===== config.mk =====
export PLATFORM = sky130hd
export DESIGN_NAME = uart_csr_bridge_flat
export DESIGN_NICKNAME = d
export VERILOG_FILES = /design/src/rtl/uart_csr_bridge_if.sv /design/src/rtl/uart_csr_bridge.sv /design/src/flat_wrapper.sv
export SDC_FILE = /design/constraint.sdc
export NUM_CORES = 1
export LEC_CHECK = 0
export ABC_CLOCK_PERIOD_IN_PS = 4300
export CAP_MARGIN = 15
export CORE_AREA = 4 4 103 105
export CTS_CLUSTER_DIAMETER = 40
export CTS_CLUSTER_SIZE = 16
export DETAILED_ROUTE_END_ITERATION = 12
export DIE_AREA = 0 0 107 109
export PLACE_DENSITY_LB_ADDON = 0.3
export SYNTH_ARGS = -nofsm -noshare
export SYNTH_HDL_FRONTEND = slang
export SYNTH_SLANG_ARGS = --single-unit

===== constraint.sdc =====
create_clock -name clk -period 4.3 [get_ports clk]
set_clock_uncertainty 0.1 [all_clocks]
set_input_delay 0.86 -clock clk [delete_from_list [all_inputs] [get_ports clk]]
set_output_delay 0.86 -clock clk [all_outputs]
set_load 0.005 [all_outputs]

===== src/rtl/uart_csr_bridge_if.sv =====
// Byte-stream (UART side) and CSR initiator signals of the command bridge.
// The bridge drives the CSR bus, so it takes the master modport; the
// environment (UART + CSR responder) takes the slave modport.
interface uart_csr_bridge_if #(
   parameter int ADDR_W = 8,
   parameter int DATA_W = 16
);
   logic [7:0]        rx_data;
   logic              rx_data_valid;
   logic [7:0]        tx_data;
   logic              send;
   logic              tx_data_ready;
   logic [ADDR_W-1:0] csr_wr_addr;
   logic [DATA_W-1:0] csr_wr_data;
   logic              csr_wen;
   logic [ADDR_W-1:0] csr_rd_addr;
   logic              csr_ren;
   logic [DATA_W-1:0] csr_rd_data;
   logic              busy;
   logic [2:0]        err_flags;
   logic              err_clr;

   modport master (
      input  rx_data, rx_data_valid, tx_data_ready, csr_rd_data, err_clr,
      output tx_data, send, csr_wr_addr, csr_wr_data, csr_wen,
             csr_rd_addr, csr_ren, busy, err_flags
   );

   modport slave (
      output rx_data, rx_data_valid, tx_data_ready, csr_rd_data, err_clr,
      input  tx_data, send, csr_wr_addr, csr_wr_data, csr_wen,
             csr_rd_addr, csr_ren, busy, err_flags
   );
endinterface


===== src/rtl/uart_csr_bridge.sv =====
// Command bridge: parses write/read frames from the UART receiver, issues
// the CSR access and returns the response frame through the transmitter.
module uart_csr_bridge #(
   parameter int ADDR_W      = 8,
   parameter int DATA_W      = 16,
   parameter int TIMEOUT_CYC = 100000
) (
   input logic                clk,
   input logic                rst,
   uart_csr_bridge_if.master  bus
);
   localparam int NB = DATA_W / 8;
   localparam int CW = $clog2(NB + 1);
   localparam int TW = $clog2(TIMEOUT_CYC + 1);

   localparam logic [7:0] OP_WR   = 8'h57;
   localparam logic [7:0] OP_RD   = 8'h52;
   localparam logic [7:0] RSP_ACK = 8'h4B;
   localparam logic [7:0] RSP_ERR = 8'h45;

   typedef enum logic [2:0] {
      S_IDLE, S_ADDR, S_WDATA, S_WR, S_RD, S_RDW, S_TX
   } state_t;

   state_t            state_q, state_d;
   logic              is_wr_q, is_wr_d;
   logic [ADDR_W-1:0] addr_q, addr_d;
   logic [DATA_W-1:0] data_q, data_d;
   logic [CW-1:0]     cnt_q, cnt_d;
   logic [TW-1:0]     tmo_q, tmo_d;
   logic [DATA_W-1:0] resp_q, resp_d;
   logic [CW-1:0]     rem_q, rem_d;
   logic [ADDR_W-1:0] wr_addr_q, wr_addr_d;
   logic [DATA_W-1:0] wr_data_q, wr_data_d;
   logic [ADDR_W-1:0] rd_addr_q, rd_addr_d;
   logic [2:0]        err_q, err_d;
   logic [DATA_W-1:0] data_sh;

   // incoming write data byte shifted in at the LSB end (frame is MSB first)
   assign data_sh = (data_q << 8) | DATA_W'(bus.rx_data);

   // state and datapath registers
   always_ff @(posedge clk or posedge rst) begin
      if (rst) begin
         state_q   <= S_IDLE;
         is_wr_q   <= 1'b0;
         addr_q    <= '0;
         data_q    <= '0;
         cnt_q     <= '0;
         tmo_q     <= '0;
         resp_q    <= '0;
         rem_q     <= '0;
         wr_addr_q <= '0;
         wr_data_q <= '0;
         rd_addr_q <= '0;
         err_q     <= '0;
      end else begin
         state_q   <= state_d;
         is_wr_q   <= is_wr_d;
         addr_q    <= addr_d;
         data_q    <= data_d;
         cnt_q     <= cnt_d;
         tmo_q     <= tmo_d;
         resp_q    <= resp_d;
         rem_q     <= rem_d;
         wr_addr_q <= wr_addr_d;
         wr_data_q <= wr_data_d;
         rd_addr_q <= rd_addr_d;
         err_q     <= err_d;
      end
   end

   // frame parser, CSR sequencing, response shifter and error flags
   always_comb begin
      state_d   = state_q;
      is_wr_d   = is_wr_q;
      addr_d    = addr_q;
      data_d    = data_q;
      cnt_d     = cnt_q;
      tmo_d     = tmo_q;
      resp_d    = resp_q;
      rem_d     = rem_q;
      wr_addr_d = wr_addr_q;
      wr_data_d = wr_data_q;
      rd_addr_d = rd_addr_q;
      // clear first so that any set below wins over a same-cycle clear
      err_d     = bus.err_clr ? 3'b000 : err_q;

      case (state_q)
         S_IDLE: begin
            tmo_d = '0;
            cnt_d = '0;
            if (bus.rx_data_valid) begin
               if (bus.rx_data == OP_WR || bus.rx_data == OP_RD) begin
                  is_wr_d = (bus.rx_data == OP_WR);
                  state_d = S_ADDR;
               end else begin
                  resp_d   = DATA_W'(RSP_ERR) << (DATA_W - 8);
                  rem_d    = CW'(1);
                  err_d[0] = 1'b1;
                  state_d  = S_TX;
               end
            end
         end
         S_ADDR: begin
            if (bus.rx_data_valid) begin
               addr_d  = bus.rx_data[ADDR_W-1:0];
               tmo_d   = '0;
               cnt_d   = '0;
               state_d = is_wr_q ? S_WDATA : S_RD;
               // read address changes only on entry to the strobe cycle
               if (!is_wr_q) rd_addr_d = bus.rx_data[ADDR_W-1:0];
            end else if (tmo_q == TW'(TIMEOUT_CYC - 1)) begin
               err_d[1] = 1'b1;
               tmo_d    = '0;
               state_d  = S_IDLE;
            end else begin
               tmo_d = tmo_q + 1'b1;
            end
         end
         S_WDATA: begin
            if (bus.rx_data_valid) begin
               data_d = data_sh;
               cnt_d  = cnt_q + 1'b1;
               tmo_d  = '0;
               if (cnt_q == CW'(NB - 1)) begin
                  wr_addr_d = addr_q;
                  wr_data_d = data_sh;
                  state_d   = S_WR;
               end
            end else if (tmo_q == TW'(TIMEOUT_CYC - 1)) begin
               err_d[1] = 1'b1;
               tmo_d    = '0;
               state_d  = S_IDLE;
            end else begin
               tmo_d = tmo_q + 1'b1;
            end
         end
         S_WR: begin
            resp_d  = DATA_W'(RSP_ACK) << (DATA_W - 8);
            rem_d   = CW'(1);
            state_d = S_TX;
         end
         S_RD:  state_d = S_RDW;
         S_RDW: begin
            resp_d  = bus.csr_rd_data;
            rem_d   = CW'(NB);
            state_d = S_TX;
         end
         S_TX: begin
            if (bus.tx_data_ready) begin
               resp_d = resp_q << 8;
               rem_d  = rem_q - 1'b1;
               if (rem_q == CW'(1)) state_d = S_IDLE;
            end
         end
         default: state_d = S_IDLE;
      endcase

      // bytes arriving while the bridge cannot parse them are discarded
      if (bus.rx_data_valid && (state_q inside {S_WR, S_RD, S_RDW, S_TX}))
         err_d[2] = 1'b1;
   end

   assign bus.send        = (state_q == S_TX);
   assign bus.tx_data     = resp_q[DATA_W-1 -: 8];
   assign bus.csr_wen     = (state_q == S_WR);
   assign bus.csr_ren     = (state_q == S_RD);
   assign bus.csr_wr_addr = wr_addr_q;
   assign bus.csr_wr_data = wr_data_q;
   assign bus.csr_rd_addr = rd_addr_q;
   assign bus.busy        = (state_q != S_IDLE);
   assign bus.err_flags   = err_q;
endmodule


===== src/flat_wrapper.sv =====
// flat-port wrapper written by rule: the top's interface ports become plain ports
module uart_csr_bridge_flat 
#(
   parameter int ADDR_W      = 8,
   parameter int DATA_W      = 16,
   parameter int TIMEOUT_CYC = 100000
)
  (clk, rst, bus_rx_data, bus_rx_data_valid, bus_tx_data_ready, bus_csr_rd_data, bus_err_clr, bus_tx_data, bus_send, bus_csr_wr_addr, bus_csr_wr_data, bus_csr_wen, bus_csr_rd_addr, bus_csr_ren, bus_busy, bus_err_flags);
  uart_csr_bridge_if #(.ADDR_W(ADDR_W), .DATA_W(DATA_W)) bus_i ();
  input logic clk;
  input logic rst;
  input wire logic [$bits(bus_i.rx_data)-1:0] bus_rx_data;
  input wire logic [$bits(bus_i.rx_data_valid)-1:0] bus_rx_data_valid;
  input wire logic [$bits(bus_i.tx_data_ready)-1:0] bus_tx_data_ready;
  input wire logic [$bits(bus_i.csr_rd_data)-1:0] bus_csr_rd_data;
  input wire logic [$bits(bus_i.err_clr)-1:0] bus_err_clr;
  output wire logic [$bits(bus_i.tx_data)-1:0] bus_tx_data;
  output wire logic [$bits(bus_i.send)-1:0] bus_send;
  output wire logic [$bits(bus_i.csr_wr_addr)-1:0] bus_csr_wr_addr;
  output wire logic [$bits(bus_i.csr_wr_data)-1:0] bus_csr_wr_data;
  output wire logic [$bits(bus_i.csr_wen)-1:0] bus_csr_wen;
  output wire logic [$bits(bus_i.csr_rd_addr)-1:0] bus_csr_rd_addr;
  output wire logic [$bits(bus_i.csr_ren)-1:0] bus_csr_ren;
  output wire logic [$bits(bus_i.busy)-1:0] bus_busy;
  output wire logic [$bits(bus_i.err_flags)-1:0] bus_err_flags;
  assign bus_i.rx_data = bus_rx_data;
  assign bus_i.rx_data_valid = bus_rx_data_valid;
  assign bus_i.tx_data_ready = bus_tx_data_ready;
  assign bus_i.csr_rd_data = bus_csr_rd_data;
  assign bus_i.err_clr = bus_err_clr;
  assign bus_tx_data = bus_i.tx_data;
  assign bus_send = bus_i.send;
  assign bus_csr_wr_addr = bus_i.csr_wr_addr;
  assign bus_csr_wr_data = bus_i.csr_wr_data;
  assign bus_csr_wen = bus_i.csr_wen;
  assign bus_csr_rd_addr = bus_i.csr_rd_addr;
  assign bus_csr_ren = bus_i.csr_ren;
  assign bus_busy = bus_i.busy;
  assign bus_err_flags = bus_i.err_flags;
  uart_csr_bridge #(.ADDR_W(ADDR_W), .DATA_W(DATA_W), .TIMEOUT_CYC(TIMEOUT_CYC)) u_core (.clk(clk), .rst(rst), .bus(bus_i));
endmodule

# Word level (Yosys, flattened, before mapping)
# Index checks and enable logic that the tools add are counted.
# totals
register_bits	92
inputBits	29
output_inout_bits	47
word_cells	87
# op_classes
add_sub_neg	3
eq_ne	18
mux	32
bitwise	2
reduce_logical	19
# op_table
op	n
case mux 16 bit (4 select lines)	1
2-to-1 mux 16 bit	3
2-to-1 mux 17 bit	2
case mux 17 bit (2 select lines)	1
2-to-1 mux 3 bit	10
case mux 3 bit (6 select lines)	1
adder 17 x 1 -> 17 bit, second input constant	1
== test 17 bit, second input constant	1
== test 8 x 7 -> 1 bit, second input constant	2
bitwise OR 16 x 8 -> 16 bit	1
AND reduction 3 bit	4
2-to-1 mux 2 bit	5
inequality test 2 bit, second input constant	5
== test 3 bit, second input constant	3
case mux 2 bit (4 select lines)	1
AND reduction 4 bit	2
nonzero test 4 bit	2
2-to-1 mux 1 bit	7
== test 3 x 2 -> 1 bit, second input constant	2
case mux 2 bit (3 select lines)	1
nonzero test 3 bit	2
== test 2 x 1 -> 1 bit, second input constant	2
AND reduction 2 bit	2
nonzero test 2 bit	2
other kinds (10)	11

# Longest topological paths before layout
# Gate-level depths: netlist (run 1).
# depth
depth_word	5
mapped_depth	9
ltp_nobuf	7

# Worst setup path after synthesis (run 1)
# No wires, ideal clock.
# synth_timing
path_type	input to register
from	input bus_rx_data_valid
to	register u_core.wr_addr_q[0], in the netlist u_core.bus.csr_wr_addr[0]
setup_ns	0.125
arrival_ns	2.126
t_required_ns	4.075
slack_ns	1.949
stages	6
path_buffers	2
cell_sequence	buf_2 > nand2b_1 > nor3_4 > nand2_1 > clkbuf_1 > mux2_2
# synth_between
elab_chain_len	1
# synth_rtl
element	line_no	text
start, declared	flat_wrapper.sv:13	input wire logic [$bits(bus_i.rx_data_valid)-1:0] bus_rx_data_valid;
AND reduction 3 bit (no line)	--	
end signal, assigned	uart_csr_bridge.sv:66	wr_addr_q <= wr_addr_d;
end, declared	uart_csr_bridge.sv:33	logic [ADDR_W-1:0] wr_addr_q, wr_addr_d;
# Every way passes these cells.
# A chain may end at the register's enable or synchronous reset.

# Worst setup path in the final report (run 1)
# layout_timing
from	register u_core.state_q[2]
to	output bus_send
# layout_between
elab_chain_len	1
# layout_rtl
element	line_no	text
start, declared	uart_csr_bridge.sv:25	state_t state_q, state_d;
start signal, assigned	uart_csr_bridge.sv:58	state_q <= state_d;
== test 3 bit	uart_csr_bridge.sv:165	assign bus.send = (state_q == S_TX);
end, declared	flat_wrapper.sv:18	output wire logic [$bits(bus_i.send)-1:0] bus_send;
# Every way passes these cells.

==> metrics.txt, run 1 <==
register bit total from synthesis=92; Crit. Startpoint=u_core.state_q[2]; CTS tree=built; fmax=~0.3 GHz; cells after synthesis=about 390; Worst setup EP type=output port; R2R setup slack=1.71 ns; clock sink count=92; reg2reg path depth=7; detailed placement HPWL=~6.7 mm; Die W=107 um; CP startpoint kind=flop; max cap viols=0; Yosys cell types=53; vias in the first global route=between 3000 and 4000; main flop type after synthesis=dfrtp_1; row count=36; Max-Slew Margin vs Limit=0.455; arrival time worst endpoint=2.38 ns; P&R area growth vs syn=22.5%; Final Setup Violations=0; drt first pass iters=4; ratio of final minimum period to clock period=0.776; Worst Tran Pin Value=0.813 ns; hold_buf cts=0; DR iter-0 viols=136; IR drop worst, VDD=0.336 mV; DR vias=about 3100; Post-Synthesis Cell Area=4270 um^2; die area=11700 um^2; ant diodes=0; RR Startpoint=u_core.state_q[2]; wire per inst=roughly 17 um; depth of the CTS H-tree=3; syn_area_per_cell=11.1 um^2; Placed Cells=568; Final GP Congestion=0.795; syn nets=417; Remaining DRCs=0; GRT overflow=0; Fill cells=just under 900; Seq/Total Area, Yosys=0.540; Setup CP Type=flop to output port; final hold vios=0; Post-Layout Cell Count=584; Tmin final=3.34 ns; Core ar.=9640 um^2; PwrDens=612 nW/um^2; proportion of layout cells with a drive suffix above 1=0.155; async set-reset flop share out of synthesis=1.00; boundary pin count=76; Synth top area share=0.540; CP Data Required Time=roughly 3.3 ns; post-CTS sizing=0; worst reg2reg endpoint=u_core.resp_q[11]; YS warnings=0; CTS max path bufs=2; Nets=478; root buf cell=clkbuf_8; leading area contributor after synthesis=dfrtp_1; status=completed; WL final=9.77 mm; Max Slew Vio Count=0; Detail Route Antenna Nets=0; Synth area leaders=dfrtp_1, mux2_2, nand2_1; multi-input combinational cell area=~1700 um^2; Register Area=2300 um^2; Static Leak=0.00228 uW; EDFF count, synth=0; Vias/cell=5.37; total track usage=0.178; HP Class=flop to flop; setup repair bufs after CTS=0; Die Y=109 um; Clock Pin Slew Worst Setup and Hold Paths=0.10 ns; crit-path max FO=21; setup_tns=0 ns; starting density of the core=0.442; initial antenna violation count=0; number of buffers added on ports=75; CP Capture Point=bus_send; TritonCTS Buffers=9; pin count of the biggest net entering global routing=52; Clock Latency Late Sink=0.37 ns; RSZ-0062 raised after global routing=false; first-pass GRT wire length=around 16 mm
[per-stage QoR]
stage | power (uW) | area (um^2) | utilization | hold WS [ns] | worst slack (ns)
finish | 3200 | 5230 | 0.542 | 0.379 | 0.965
floorplan | 2150 | 4270 | - | 0.342 | 0.948
global route | 3440 | 5230 | 0.542 | 0.400 | 0.825
CTS | 3240 | 5230 | 0.542 | 0.382 | 0.965
detailed placement | 2650 | 5040 | 0.523 | 0.359 | 1.23
global placement | 2620 | 5040 | 0.523 | 0.356 | 1.32
[state kept, by name, summed over array words and instances (netlist names)]
| signal | count |
|---|---|
| u_core.cnt_q | 2 |
| u_core.is_wr_q | 1 |
| u_core.tmo_q | 17 |
| u_core.data_q | 8 |
| u_core.bus.csr_wr_data | 16 |
| u_core.bus.csr_wr_addr | 8 |
| u_core.rem_q | 2 |
| u_core.addr_q | 8 |
| u_core.state_q | 3 |
| u_core.resp_q | 16 |
| u_core.bus.err_flags | 3 |
| u_core.bus.csr_rd_addr | 8 |
[power by group]
group | leakage [uW] | switching [uW] | internal [uW]
Clock | 0.0000947 | 346 | 226
Combinational | 0.000984 | 585 | 695
Sequential | 0.00120 | 196 | 1150
Total | 0.00228 | 1130 | 2070
[critical path, cell delays in order (launching register included)]
cell and delay [ns]:
dfrtp_1 0.80, nand2_1 0.16, or2_2 0.32, inv_1 0.18, clkdlybuf4s50_1 0.54
[cell usage after synthesis, types with 8 or more instances]
| library cell | count |
|---|---|
| nor2_1 | 13 |
| o21ai_0 | 15 |
| buf_4 | 8 |
| a21o_1 | 9 |
| nand2_1 | 54 |
| dfrtp_1 | 92 |
| inv_1 | 12 |
| a21oi_1 | 15 |
| mux2_2 | 40 |
| clkbuf_1 | 10 |
| a22o_1 | 10 |
[routing by layer]
layer	vias up	wire (um)	track usage
met2	82	4550	0.280
met1	1546	4370	0.233
met5	-	0	0
met3	13	700	0.0586
li1	1493	-	-
met4	0	136	0.0603
[worst min path at each step]
| stage | from | to | cells after the start |
|---|---|---|---|
| after floorplan | u_core.data_q[0] | u_core.data_q[0] | 2 |
| after global placement | u_core.data_q[5] | u_core.data_q[5] | 2 |
| after detailed placement | u_core.data_q[7] | u_core.data_q[7] | 2 |
| after CTS | u_core.data_q[7] | u_core.data_q[7] | 2 |
| after global routing | u_core.cnt_q[0] | u_core.cnt_q[0] | 1 |
| final | u_core.data_q[7] | u_core.data_q[7] | 2 |
[cells in the final DEF, fill, tap and decap left out, drive strengths merged, types with 8 or more instances in the layout]
master / synthesis / layout
nor2: 14 / 14
nand2: 54 / 54
a21o: 9 / 9
dfrtp: 92 / 92
inv: 13 / 17
o21ai: 18 / 18
mux2: 40 / 40
a22o: 10 / 10
clkbuf: 10 / 9
nor3: 9 / 9
nand3: 8 / 8
a21oi: 15 / 15
clkdlybuf4s50: 0 / 75
[cell type report]
class,count,share of cell area
multi-input combinational,253,0.333
timing repair buffer,77,0.149
clock inverter,7,0.0124
sequential,92,0.441
tap,133,0.0318
inverter,13,0.00958
clock buffer,9,0.0237
[logic make-up (layout without fill, tap and decap cells)]
kind of cell,count (synthesis),after routing,share of synthesized area
buffers and inverters,40,106,0.0522
AND/OR/NAND/NOR,125,125,0.157
flip-flops,92,92,0.540
adder cells (fa/ha/maj),3,3,0.00880
XOR/XNOR,5,5,0.0103
multiplexers,42,42,0.110
AO/OA/AOI/OAI,78,78,0.122
Power figures use the tool's default switching activity.
==> run 2: changes to the inputs <==
- ABC_CLOCK_PERIOD_IN_PS: 4300 -> 3400
- clock period: 4.3 -> 3.4 ns (I/O delays scaled with it)
==> run 2 against run 1 <==
Net effect: sequential share of layout area is 0.57 points lower; sequential power is 27% higher; sequential cell count stayed put; combinational power increased by 30%; wire length down 0.93%; critical path depth did not move; register-to-register slack lost 0.91 ns; largest cell class unchanged; largest power group unchanged.
==> metrics.txt, run 2 (synthesized netlist as in run 1, its figures left out) <==
status=completed; initial antenna violation count=0; Setup CP Type=flop to output port; worst reg2reg endpoint=u_core.resp_q[9]; RSZ-0062 raised after global routing=false; setup repair bufs after CTS=0; DR vias=around 3200; commonest non-fill, non-tap cell in the layout=dfrtp_1; first-pass GRT wire length=15.8 mm; setup_tns=0 ns; total track usage=0.173; final hold vios=0; R2R setup slack=0.80 ns; largest reg by FF count=u_core.tmo_q; RR Startpoint=u_core.state_q[2]; wire per inst=16.4 um; Worst setup EP type=output port; P&R area growth vs syn=24.1%; arrival time worst endpoint=2.18 ns; ant diodes=0; detailed placement HPWL=just under 7 mm; CP startpoint kind=flop; most frequent cells in the layout=dfrtp_1, clkdlybuf4s50_1, nand2_1; Final Setup Violations=0; Tmin final=2.96 ns; die area=11700 um^2; CP Data Required Time=2.62 ns; Core ar.=9640 um^2; drt first pass iters=4; CP Capture Point=bus_send; TritonCTS Buffers=9; Die Y=109 um; IR drop worst, VDD=~0.38 mV; number of buffers added on ports=between 70 and 80; Vias/cell=roughly 5.3; Post-Layout Cell Count=591; Final GP Congestion=0.794; Clock Pin Slew Worst Setup and Hold Paths=0.10 ns; starting density of the core=0.442; ratio of final minimum period to clock period=0.870; post-CTS sizing=0; CTS max path bufs=2; hold_buf cts=0; fmax=between 0.3 and 0.4 GHz; Die W=107 um; reg2reg path depth=8; pin count of the biggest net entering global routing=39; Placed Cells=~580; Clock Latency Late Sink=about 0.36 ns; Max-Slew Margin vs Limit=0.426; Nets=485; Max Slew Vio Count=0; CTS tree=built; Remaining DRCs=0; Crit. Startpoint=u_core.state_q[1]; max reg flops=17; depth of the CTS H-tree=3; row count=36; Detail Route Antenna Nets=0; root buf cell=clkbuf_8; proportion of layout cells with a drive suffix above 1=0.168; boundary pin count=76; GRT overflow=0; final hold slack=~0.38 ns; Worst Tran Pin Value=0.858 ns; WL final=9.67 mm; max cap viols=0; HP Start=u_core.data_q[3]; Static Leak=between 0.002 and 0.0025 uW; HP Class=flop to flop; vias in the first global route=3136; crit-path max FO=14; PwrDens=~780 nW/um^2; clock sink count=92; DR iter-0 viols=105
run 2: changes by cell type in the layout (fill, tap and decap cells not counted):
cell	delta
buf_4	+7
clkinvlp_4	-1
inv_8	-1
clkinv_2	+1
bufinv_16	+1
run 2: layout make-up:
class	instances	area, um^2
repair buffers	84	831
fillers	893	4340
multi-input cells	253	1740
clock buffers	9	124
clock inverters	7	81.3
flip-flops and latches	92	2300
inverters	13	50.0
well taps	133	166
run 2: worst max-delay path: stages, from the launching register on:
cell             delay [ns]
dfrtp_1                0.63
nand2_1                0.14
or2_2                  0.31
inv_1                  0.19
clkdlybuf4s50_1        0.54
run 2: through the flow:
step	instance area [um^2]	power (uW)	utilization	setup WS (ns)
finish	5300	4140	0.549	0.441
global route	5300	4440	0.549	0.314
CTS	5300	4190	0.549	0.444
detailed placement	5090	3400	0.528	0.518
global placement	5090	3360	0.528	0.644
floorplan	4270	2720	-	0.228
run 2: worst min-delay path by stage:
| stage | to | depth (start not counted) | slack (ns) |
|---|---|---|---|
| final | u_core.data_q[3] | 2 | 0.38 |
| after global routing | u_core.data_q[3] | 2 | 0.42 |
| after CTS | u_core.data_q[3] | 2 | 0.38 |
| after detailed placement | u_core.data_q[3] | 2 | 0.36 |
| after global placement | u_core.data_q[3] | 2 | 0.36 |
| after floorplan | u_core.data_q[0] | 2 | 0.34 |
run 2: report_power, final:
| part | switching [uW] | internal (uW) |
|---|---|---|
| clock network | 418 | 353 |
| logic | 753 | 907 |
| registers | 248 | 1460 |
| total | 1420 | 2720 |
run 2: routing by layer:
metal	vias to the layer above	routed length (um)	global-route usage
li1	1504	-	-
met1	1544	4360	0.222
met2	92	4470	0.276
met3	16	676	0.0586
met4	0	170	0.0603
met5	-	0	0
